--- src/rtl/shift_pkg.sv ---
// shift_pkg: shared state encoding, width defaults and shift-op encoding
package shift_pkg;
  localparam int WIDTH_DEF = 32;
  localparam int SHAMT_W_DEF = 5;
  localparam logic OP_SRL = 1'b0;
  localparam logic OP_SRA = 1'b1;
  typedef enum logic [1:0] {IDLE, SHIFT, DONE} state_t;
endpackage

--- src/rtl/shift_counter.sv ---
// shift_counter: loadable down-counter tracking remaining shift steps
module shift_counter #(
  parameter int W = 5
) (
  input  logic         clk,
  input  logic         reset,
  input  logic         load,
  input  logic         dec,
  input  logic [W-1:0] din,
  output logic         zero
);
  logic [W-1:0] count;
  always_ff @(posedge clk)
    if (!reset) count <= '0;
    else if (load) count <= din;
    else if (dec) count <= count - 1'b1;
  assign zero = count == '0;
endmodule

--- src/rtl/shift_right_unit.sv ---
// shift_right_unit: multicycle SRL/SRA, one bit per cycle, with flush abort
module shift_right_unit
  import shift_pkg::*;
#(
  parameter int WIDTH = WIDTH_DEF,
  parameter int SHAMT_W = SHAMT_W_DEF
) (
  input  logic               clk,
  input  logic               reset,
  input  logic               start,
  input  logic               arith,
  input  logic [WIDTH-1:0]   data_in,
  input  logic [SHAMT_W-1:0] shamt,
  input  logic               flush,
  output logic               busy,
  output logic               done,
  output logic [WIDTH-1:0]   data_out
);
  state_t state;
  logic [WIDTH-1:0] work;
  logic fill, zero, accept, step;
  assign accept = !flush && start && state != SHIFT;
  assign step = !flush && state == SHIFT && !zero;
  assign busy = state == SHIFT;
  assign done = state == DONE;
  shift_counter #(.W(SHAMT_W)) u_cnt (
    .clk(clk), .reset(reset), .load(accept), .dec(step), .din(shamt), .zero(zero)
  );
  always_ff @(posedge clk)
    if (!reset) begin
      state <= IDLE;
      work <= '0;
      fill <= 1'b0;
      data_out <= '0;
    end else if (flush) state <= IDLE;
    else if (accept) begin
      work <= data_in;
      fill <= (arith == OP_SRA) & data_in[WIDTH-1];
      state <= SHIFT;
    end else if (step) work <= {fill, work[WIDTH-1:1]};
    else if (state == SHIFT) begin
      data_out <= work;
      state <= DONE;
    end else state <= IDLE;
endmodule

--- config.mk ---
export PLATFORM = sky130hd
export DESIGN_NAME = shift_right_unit
export DESIGN_NICKNAME = d
export VERILOG_FILES = /design/src/rtl/shift_pkg.sv /design/src/rtl/shift_counter.sv /design/src/rtl/shift_right_unit.sv
export SDC_FILE = /design/constraint.sdc
export NUM_CORES = 1
export LEC_CHECK = 0
export BUFFER_PORTS_ARGS = -buffer_cell sky130_fd_sc_hd__buf_4
export CAP_MARGIN = 30
export CORE_ASPECT_RATIO = 0.5
export CORE_UTILIZATION = 38
export DETAILED_ROUTE_END_ITERATION = 8
export PLACE_DENSITY_LB_ADDON = 0.25
export SYNTH_ARGS = -nofsm -noshare
export SYNTH_HDL_FRONTEND = slang
export SYNTH_HIERARCHICAL = 1
export SYNTH_SLANG_ARGS = --single-unit
--- constraint.sdc ---
create_clock -name clk -period 6 [get_ports clk]
set_input_delay 0.6 -clock clk [delete_from_list [all_inputs] [get_ports clk]]
set_output_delay 0.6 -clock clk [all_outputs]
set_load 0.05 [all_outputs]
==> impl_metrics.ini, run 1 <==
[outcome]
status = finished clean

[final_layout]
synthToLayoutAreaGrowth_pct = 28.0
fin_util_pct = 51.6
layout.nets = 411
diodes = 0
layout-drive-gt1-share_pct = 25.7

[critical_path]
slowest_delay_ps = 470
crit_path_start_kind = register
critical_path.max_fanout = 34
worstSetupPathType = reg2reg
arrival_ps = 2910
cp_top_family = simple AND/OR/NAND/NOR gates
crit_slowest_cell = or4b_1
crit_buf_inv = 3
cp_common_cell = inv_1
worstPathRequired_ps = 6260
end_kind = register
crit_chain = inv_1 -> ha_1 -> nor4b_1 -> or4b_1 -> buf_4 -> inv_1 -> nand2_1 -> or4_1 -> a31oi_1

[detailed_routing]
drt_iter0_markers = 237
wirelength_um = 7020
via_per_inst = 5.29
drcViolationCount = 0
ant_nets = 0
via_count = 2544
wl_per_cell_um = 14.6
firstDrtPassIters = 4

[synth]
synth_edf_count = 0
synthFlopType = dfxtp_1
synth_mux_area_share_pct = 0
seq_area_frac_synth_pct = 47.5
yosys_register_bits = 72
synth-compound-area-share_pct = 32.1
yosysWarnings = 6
syn-cell-area_um2 = 3030
yosys.area_share.xor_xnor_pct = 0.866
synth_top_area_cell = dfxtp_1
synth_top_family_by_area = compound AO/OA/AOI/OAI gates
synth_area_per_cell_um2 = 9.85
synth_cell_types = 37
netlist.area_leader.share_pct = 47.5
ys_top_cells_by_count = dfxtp_1, nand2_1, a21boi_0, o211a_1, o32a_1
async_reset_ff_share_pct = 0
synth-simple-area-share_pct = 12.7
synthAdderAreaFrac_pct = 0.413
synth_cells = 308
syn_nets = 351
synth_area_leaders = dfxtp_1, o211a_1, o32a_1
synth_most_common_cell = dfxtp_1

[clock_tree]
cts.htree.levels = 3
clock-sinks = 72
numCtsBuffers = 9
cts-resized-gates = 0
cts_tree = built
post_cts_buffers = 0
cts-hold-fix-buffers = 0
clock_path_buffers = 2
clock-root-buffer = clkbuf_16
clock_latency_ps = 330
cts.clk_slew.worst_paths_ps = 60

[floorplanning]
die_area_um2 = 8360
rows = 22
die_x_um = 128
start_util_pct = 40.4
core_um2 = 7510
pin_count = 76
die_y_um = 65.2

[pwr]
switching_power_w = 0.000248
seqPwrFrac_pct = 45.2
power_switching_share_pct = 21.8
ir_drop_uv = 148
combPwrFrac_pct = 7.9
power.leakage_nw = 1.74
p_int_w = 0.000889
p_clk_share_pct = 46.9
p_per_area_nw_per_um2 = 293

[run]
maxCapViolCount = 0

[timing]
fmax_mhz = 377
finClkSkew_ps = 4.18
min_period_ps = 2650
drv_slew = 0
period_share_pct = 44.2
finalSetupViolations = 0
rsz0062_at_grt = no
finalSetupTns_ps = 0
hold_viol_final = 0
worst_slew_pin_slew_ps = 759
slew_headroom_pct = 49.2

[place]
gp_congestion = 0.742
numPortBuffers = 75
hpwl_um = 4510

[grt]
antenna_found_initial = 0
grt_use_total_pct = 18.1
grt_pass1_vias = 2433
grt_overflow = 0
grt_pass1_wl_um = 11600
grt_max_degree = 73

[hold_path]
hp-class = reg2reg
-- kinds of logic (layout without fill, tap and decap cells) --
| group | Yosys count | count (layout) |
|---|---|---|
| compound gates | 112 | 112 |
| xor+xnor | 3 | 3 |
| fa+ha+maj | 1 | 1 |
| buf+inv | 35 | 100 |
| flops | 72 | 72 |
| simple gates | 85 | 85 |
-- registers in the layout (all words and copies together) (netlist names) --
register     cells
data_out        32
u_cnt/count      5
state            2
fill             1
work            32
-- layout by cell type, fill, tap and decap left out, types with 3 or more instances in the layout --
cell	Yosys	layout
a32oi_1	3	3
o211ai_1	4	4
inv_1	5	5
a21boi_0	36	36
nand2_1	71	71
buf_4	1	78
o21ai_0	4	4
o32a_1	28	28
dfxtp_1	72	72
clkbuf_16	0	9
o211a_1	28	28
-- through the flow --
stage | power, W | instance area (µm²) | hold WS (ps) | setup slack (ps) | instances
global route | 0.00118 | 3880 | 492 | 3240 | 481
global placement | 0.000610 | 3580 | 457 | 3510 | 465
finish | 0.00114 | 3880 | 461 | 3350 | 481
CTS | 0.00115 | 3880 | 466 | 3370 | 481
detailed placement | 0.000613 | 3580 | 458 | 3380 | 465
floorplan | 0.000580 | 3030 | 441 | 3730 | 308
-- power groups by stage --
stage	Combinational [W]	Clock, W	Sequential, W
after global placement	0.0000868	0	0.000523
after detailed placement	0.0000895	0	0.000524
final	0.0000897	0.000534	0.000514
after CTS	0.0000902	0.000547	0.000513
after global routing	0.0000982	0.000569	0.000516
after floorplan	0.0000579	0	0.000522
-- cell type report --
| type | instances | area (µm²) |
|---|---|---|
| timing repair buffer | 78 | 586 |
| tap | 108 | 135 |
| sequential | 72 | 1440 |
| multi-input combinational | 201 | 1400 |
| clock inverter | 3 | 40.0 |
| clock buffer | 13 | 260 |
| inverter | 6 | 22.5 |
| fill | 707 | 3630 |
-- worst register-to-register path, cell delays in order, from the launching register on --
cell,delay (ps)
dfxtp_1,380
inv_1,60
ha_1,200
nor4b_1,170
or4b_1,470
buf_4,270
inv_1,270
nand2_1,150
or4_1,440
a31oi_1,170
-- worst paths after layout --
check                 startpoint              to  slack, ps  cells past startpoint
setup reg to reg  u_cnt/count[0]  u_cnt/count[4]       3350                      9
setup / recovery  u_cnt/count[0]  u_cnt/count[4]       3350                      9
hold / removal      data_out[11]    data_out[11]        460                      2
hold reg to reg     data_out[11]    data_out[11]        460                      2
-- metal layers --
layer / routed length (µm) / share of wire [%] / track usage (%) / vias to the layer above
met4: 87 / 1.2 / 5.74 / 0
met2: 3270 / 47 / 29.7 / 62
met5: 0 / 0 / 0 / -
met1: 3250 / 46 / 22.1 / 1222
li1: - / - / - / 1250
met3: 417 / 5.9 / 6.92 / 10
Power figures use the tool's default switching activity.
==> run 2, diff against run 1 <==
==> constraint.sdc (replaced) <==
create_clock -name clk -period 2.8 [get_ports clk]
set_input_delay 0.28 -clock clk [delete_from_list [all_inputs] [get_ports clk]]
set_output_delay 0.28 -clock clk [all_outputs]
set_load 0.05 [all_outputs]
==> run 2 against run 1 <==
Register-to-register slack got worse by 2900 ps; flip-flop and latch count unchanged; largest cell class unchanged; highest routed layer unchanged; first-iteration DRC count decreased by 46%; critical path type unchanged; global-route usage decreased by 0.65 points.
==> impl_metrics.ini, run 2 (synthesis gave the netlist of run 1 again) <==
[timing]
drv_slew = 0
hold_viol_final = 0
finalSetupViolations = 0
worst_slew_pin_slew_ps = 806
slew_headroom_pct = 46.2
rsz0062_at_grt = no
min_period_ps = 2330
finalSetupTns_ps = 0
finClkSkew_ps = 4.50
period_share_pct = 83.1
fmax_mhz = 430

[final_layout]
layout.nets = 412
layout-drive-gt1-share_pct = 26.5
mostFrequentLayoutCell = buf_4
fin_util_pct = 52.2
layout_common_cells = buf_4, dfxtp_1, nand2_1
synthToLayoutAreaGrowth_pct = 29.5
diodes = 0
reg_top3 = data_out (32), work (32), u_cnt/count (5)
finalInstanceArea_um2 = 3930
layout.cells.non_filler = 482

[detailed_routing]
drt_iter0_markers = 127
via_count = 2490
wirelength_um = 6880
firstDrtPassIters = 4
wl_per_cell_um = 14.3
drcViolationCount = 0
via_per_inst = 5.17
ant_nets = 0

[clock_tree]
cts-resized-gates = 0
numCtsBuffers = 9
cts.clk_slew.worst_paths_ps = 50
clock-root-buffer = clkbuf_16
cts.htree.levels = 3
clock_path_buffers = 2
clock_latency_ps = 320
cts_tree = built
clock-sinks = 72
post_cts_buffers = 0
cts-hold-fix-buffers = 0

[place]
numPortBuffers = 75
gp_congestion = 0.831
dp.cells = 466
postPlaceCellArea_um2 = 3590
hpwl_um = 4490

[grt]
grt_pass1_wl_um = 11300
grt_pass1_vias = 2369
antenna_found_initial = 0
grt_overflow = 0
grt_use_total_pct = 17.5
grt_max_degree = 73

[critical_path]
arrival_ps = 2580
critical_path.max_fanout = 9
r2r_cells = 8
crit_path_start_kind = register
worstSetupPathType = reg2reg
end_kind = register
worstPathRequired_ps = 3050

[floorplanning]
core_um2 = 7510
die_y_um = 65.2
start_util_pct = 40.4
rows = 22
die_x_um = 128
die_area_um2 = 8360
pin_count = 76

[run]
maxCapViolCount = 0

[pwr]
p_per_area_nw_per_um2 = 644
power.leakage_nw = 1.77
ir_drop_uv = 396

[hold_path]
worstHoldPathCells = 3
hp-class = in2reg

[outcome]
status = finished clean
run 2: changes by cell type in the layout (fill, tap and decap cells not counted), sizes merged:
cell and change:
clkbuf +2, clkinv -2, buf +1
run 2: per-layer routing:
layer / global-route usage [%] / up-vias / wire, µm
li1: - / 1254 / -
met5: 0 / - / 0
met1: 21.7 / 1176 / 3330
met4: 6.91 / 0 / 47
met3: 5.21 / 4 / 397
met2: 28.6 / 56 / 3110
run 2: critical path, stage by stage, from the launching register on:
cell and delay [ps]:
dfxtp_1 370, inv_1 60, ha_1 200, nor4b_1 160, or4b_1 500, inv_1 240
nand2_1 150, or4_1 400, a31oi_1 170
run 2: final timing paths:
path                                      from             end  slack, ps
worst max register to register  u_cnt/count[0]  u_cnt/count[4]        470
worst min register to register    data_out[11]    data_out[11]        460
worst max-delay path            u_cnt/count[0]  u_cnt/count[4]        470
worst min-delay path                  shamt[1]  u_cnt/count[1]        230
run 2: layout make-up:
cell class,instances,area (µm²)
Fill cell,695,3590
Sequential cell,72,1440
Multi-Input combinational cell,201,1400
Timing Repair Buffer,79,593
Clock buffer,15,308
Tap cell,108,135
Clock inverter,1,30.0
Inverter,6,22.5
run 2: through the flow:
stage | setup WS, ps | power (W) | hold WS, ps
6_report | 473 | 0.00253 | 231
5_1_grt | 313 | 0.00263 | 239
3_3_place_gp | 583 | 0.00131 | 457
2_1_floorplan | 533 | 0.00124 | 402
3_5_place_dp | 492 | 0.00131 | 458
4_1_cts | 487 | 0.00256 | 221
run 2: power by group:
| part | internal (W) | switching [W] | total, W |
|---|---|---|---|
| Clock | 0.000835 | 0.000401 | 0.00124 |
| Sequential | 0.00107 | 0.0000340 | 0.00110 |
| Combinational | 0.000103 | 0.0000886 | 0.000192 |
| Total | 0.00201 | 0.000523 | 0.00253 |
==> run 3, diff against run 2 <==
--- a/config.mk
+++ b/config.mk
@@ -5,6 +5,7 @@
 export SDC_FILE = /design/constraint.sdc
 export NUM_CORES = 1
 export LEC_CHECK = 0
+export ABC_AREA = 1
 export BUFFER_PORTS_ARGS = -buffer_cell sky130_fd_sc_hd__buf_4
 export CAP_MARGIN = 30
 export CORE_ASPECT_RATIO = 0.5
==> constraint.sdc (replaced) <==
create_clock -name clk -period 2.05 [get_ports clk]
set_input_delay 0.205 -clock clk [delete_from_list [all_inputs] [get_ports clk]]
set_output_delay 0.205 -clock clk [all_outputs]
set_load 0.05 [all_outputs]
==> run 3 against run 2 <==
Non-clock buffer count increased by 8; utilization grew 1.4 points; worst setup slack got worse by 250 ps; first-iteration DRC count is 28% lower; clock skew about the same; critical path type unchanged; critical endpoint is now work[1]; largest cell class unchanged.
==> impl_metrics.ini, run 3 <==
[synth]
yosys_register_bits = 72
synth_edf_count = 0
yosysWarnings = 6
synthFlopType = dfxtp_1
seq_area_frac_synth_pct = 46.0
netlist.area_leader.share_pct = 46.0
syn-cell-area_um2 = 3130
synth_cell_types = 26
synth_top_area_cell = dfxtp_1
async_reset_ff_share_pct = 0
synth_most_common_cell = nor2_1
syn_nets = 492
synth_area_leaders = dfxtp_1, nor2_1, nand2_1
synth_area_per_cell_um2 = 6.98
ys_top_cells_by_count = nor2_1, dfxtp_1, nand2_1, inv_1, nand3_1
synth_cells = 449

[final_layout]
layout-drive-gt1-share_pct = 22.8
layout.nets = 568
diodes = 0
synthToLayoutAreaGrowth_pct = 30.9
multi_input_area_um2 = 1400
layout_common_cells = nor2_1, buf_4, dfxtp_1
reg_top3 = data_out (32), work (32), u_cnt/count (5)
mostFrequentLayoutCell = nor2_1
final-seq-area_um2 = 1440
fillers = 783

[grt]
antenna_found_initial = 0
grt_pass1_vias = 2446
use_met2_pct = 26.9
met1_usage_pct = 23.7
grt_use_total_pct = 18.0
met3_usage_pct = 5.99
grt_pass1_wl_um = 11600
grt_max_degree = 28
busiest_layer = met2
grt_overflow = 0

[detailed_routing]
ant_nets = 0
via_per_inst = 4.46
drcViolationCount = 0
drt_iter0_markers = 92
wl_per_cell_um = 11.0
via_count = 2846
wirelength_um = 7030
firstDrtPassIters = 4

[floorplanning]
start_util_pct = 41.0
die_x_um = 130
die_area_um2 = 8640
die_y_um = 66.2
rows = 22
core_um2 = 7650
pin_count = 76

[clock_tree]
cts_tree = built
cts-resized-gates = 0
numCtsBuffers = 9
clock-root-buffer = clkbuf_16
post_cts_buffers = 0
cts.clk_slew.worst_paths_ps = 50
cts.htree.levels = 3
clock_path_buffers = 2
clock-sinks = 72
cts-hold-fix-buffers = 0
clock_latency_ps = 330

[timing]
worst_slew_pin_slew_ps = 263
rsz0062_at_grt = no
finClkSkew_ps = 4.81
fmax_mhz = 548
period_share_pct = 88.9
slew_headroom_pct = 82.4
hold_viol_final = 0
finalSetupTns_ps = 0
finalSetupViolations = 0
drv_slew = 0
min_period_ps = 1820

[critical_path]
worstSetupPathType = reg2reg
crit_path_start_kind = register
arrival_ps = 2080
worstPathRequired_ps = 2310
critical_path.max_fanout = 12
end_kind = register

[hold_path]
hp-class = in2reg

[place]
hpwl_um = 4960
numPortBuffers = 75
gp_congestion = 0.778

[pwr]
p_per_area_nw_per_um2 = 817
power.leakage_nw = 1.79
ir_drop_uv = 395
power_w = 0.00335

[run]
maxCapViolCount = 0

[outcome]
status = finished clean
-- run 3: cell families after synthesis --
logic type	count (synthesis)	synth area share, %
AND/OR/NAND/NOR	266	37.1
flip-flops	72	46.0
buffers and inverters	68	9.46
AO/OA/AOI/OAI	41	6.79
XOR/XNOR	1	0.279
adder cells (fa/ha/maj)	1	0.399
-- run 3: critical path, cell delays in order (launching register included) --
cell and delay [ps]:
dfxtp_1 330, inv_1 70, ha_1 240, nand3_1 110, inv_1 100, inv_1 100, nand3_2 140, nand2_2 250
buf_4 240, nand2_1 70, a21oi_1 110
-- run 3: report_power, final --
group / total (W) / switching [W] / internal [W] / leakage (nW)
Clock: 0.00146 / 0.000550 / 0.000911 / 0.145
Sequential: 0.00151 / 0.0000423 / 0.00146 / 0.587
Combinational: 0.000385 / 0.000220 / 0.000165 / 1.06
-- run 3: metrics by stage --
step | hold WS [ps] | worst slack, ps | util (%) | std cells | instance area, µm²
floorplan | 283 | 425 | - | 449 | 3130
global placement | 446 | 302 | 49.9 | 622 | 3820
detailed placement | 452 | 245 | 49.9 | 622 | 3820
CTS | 100 | 204 | 53.6 | 638 | 4100
global route | 106 | 27.3 | 53.6 | 638 | 4100
finish | 114 | 227 | 53.6 | 638 | 4100
-- run 3: path summary, 6_finish.rpt --
path                   from       end  slack, ps  cells past startpoint
min reg2reg            fill      fill        470                      2
max          u_cnt/count[0]   work[1]        230                     10
max reg2reg  u_cnt/count[0]   work[1]        230                     10
min                   flush  state[0]        110                      2
-- run 3: metal layers --
metal	routed length, µm	part of all wire (%)
met5	0	0
met4	27	0.38
met3	292	4.2
met2	3140	45
met1	3570	51
-- run 3: cell type report --
cell class	count	area share (%)
tap	108	3.29
multi-input combinational	309	34.2
timing repair buffer	87	16.2
sequential	72	35.1
clock buffer	13	6.59
clock inverter	3	0.366
inverter	46	4.21
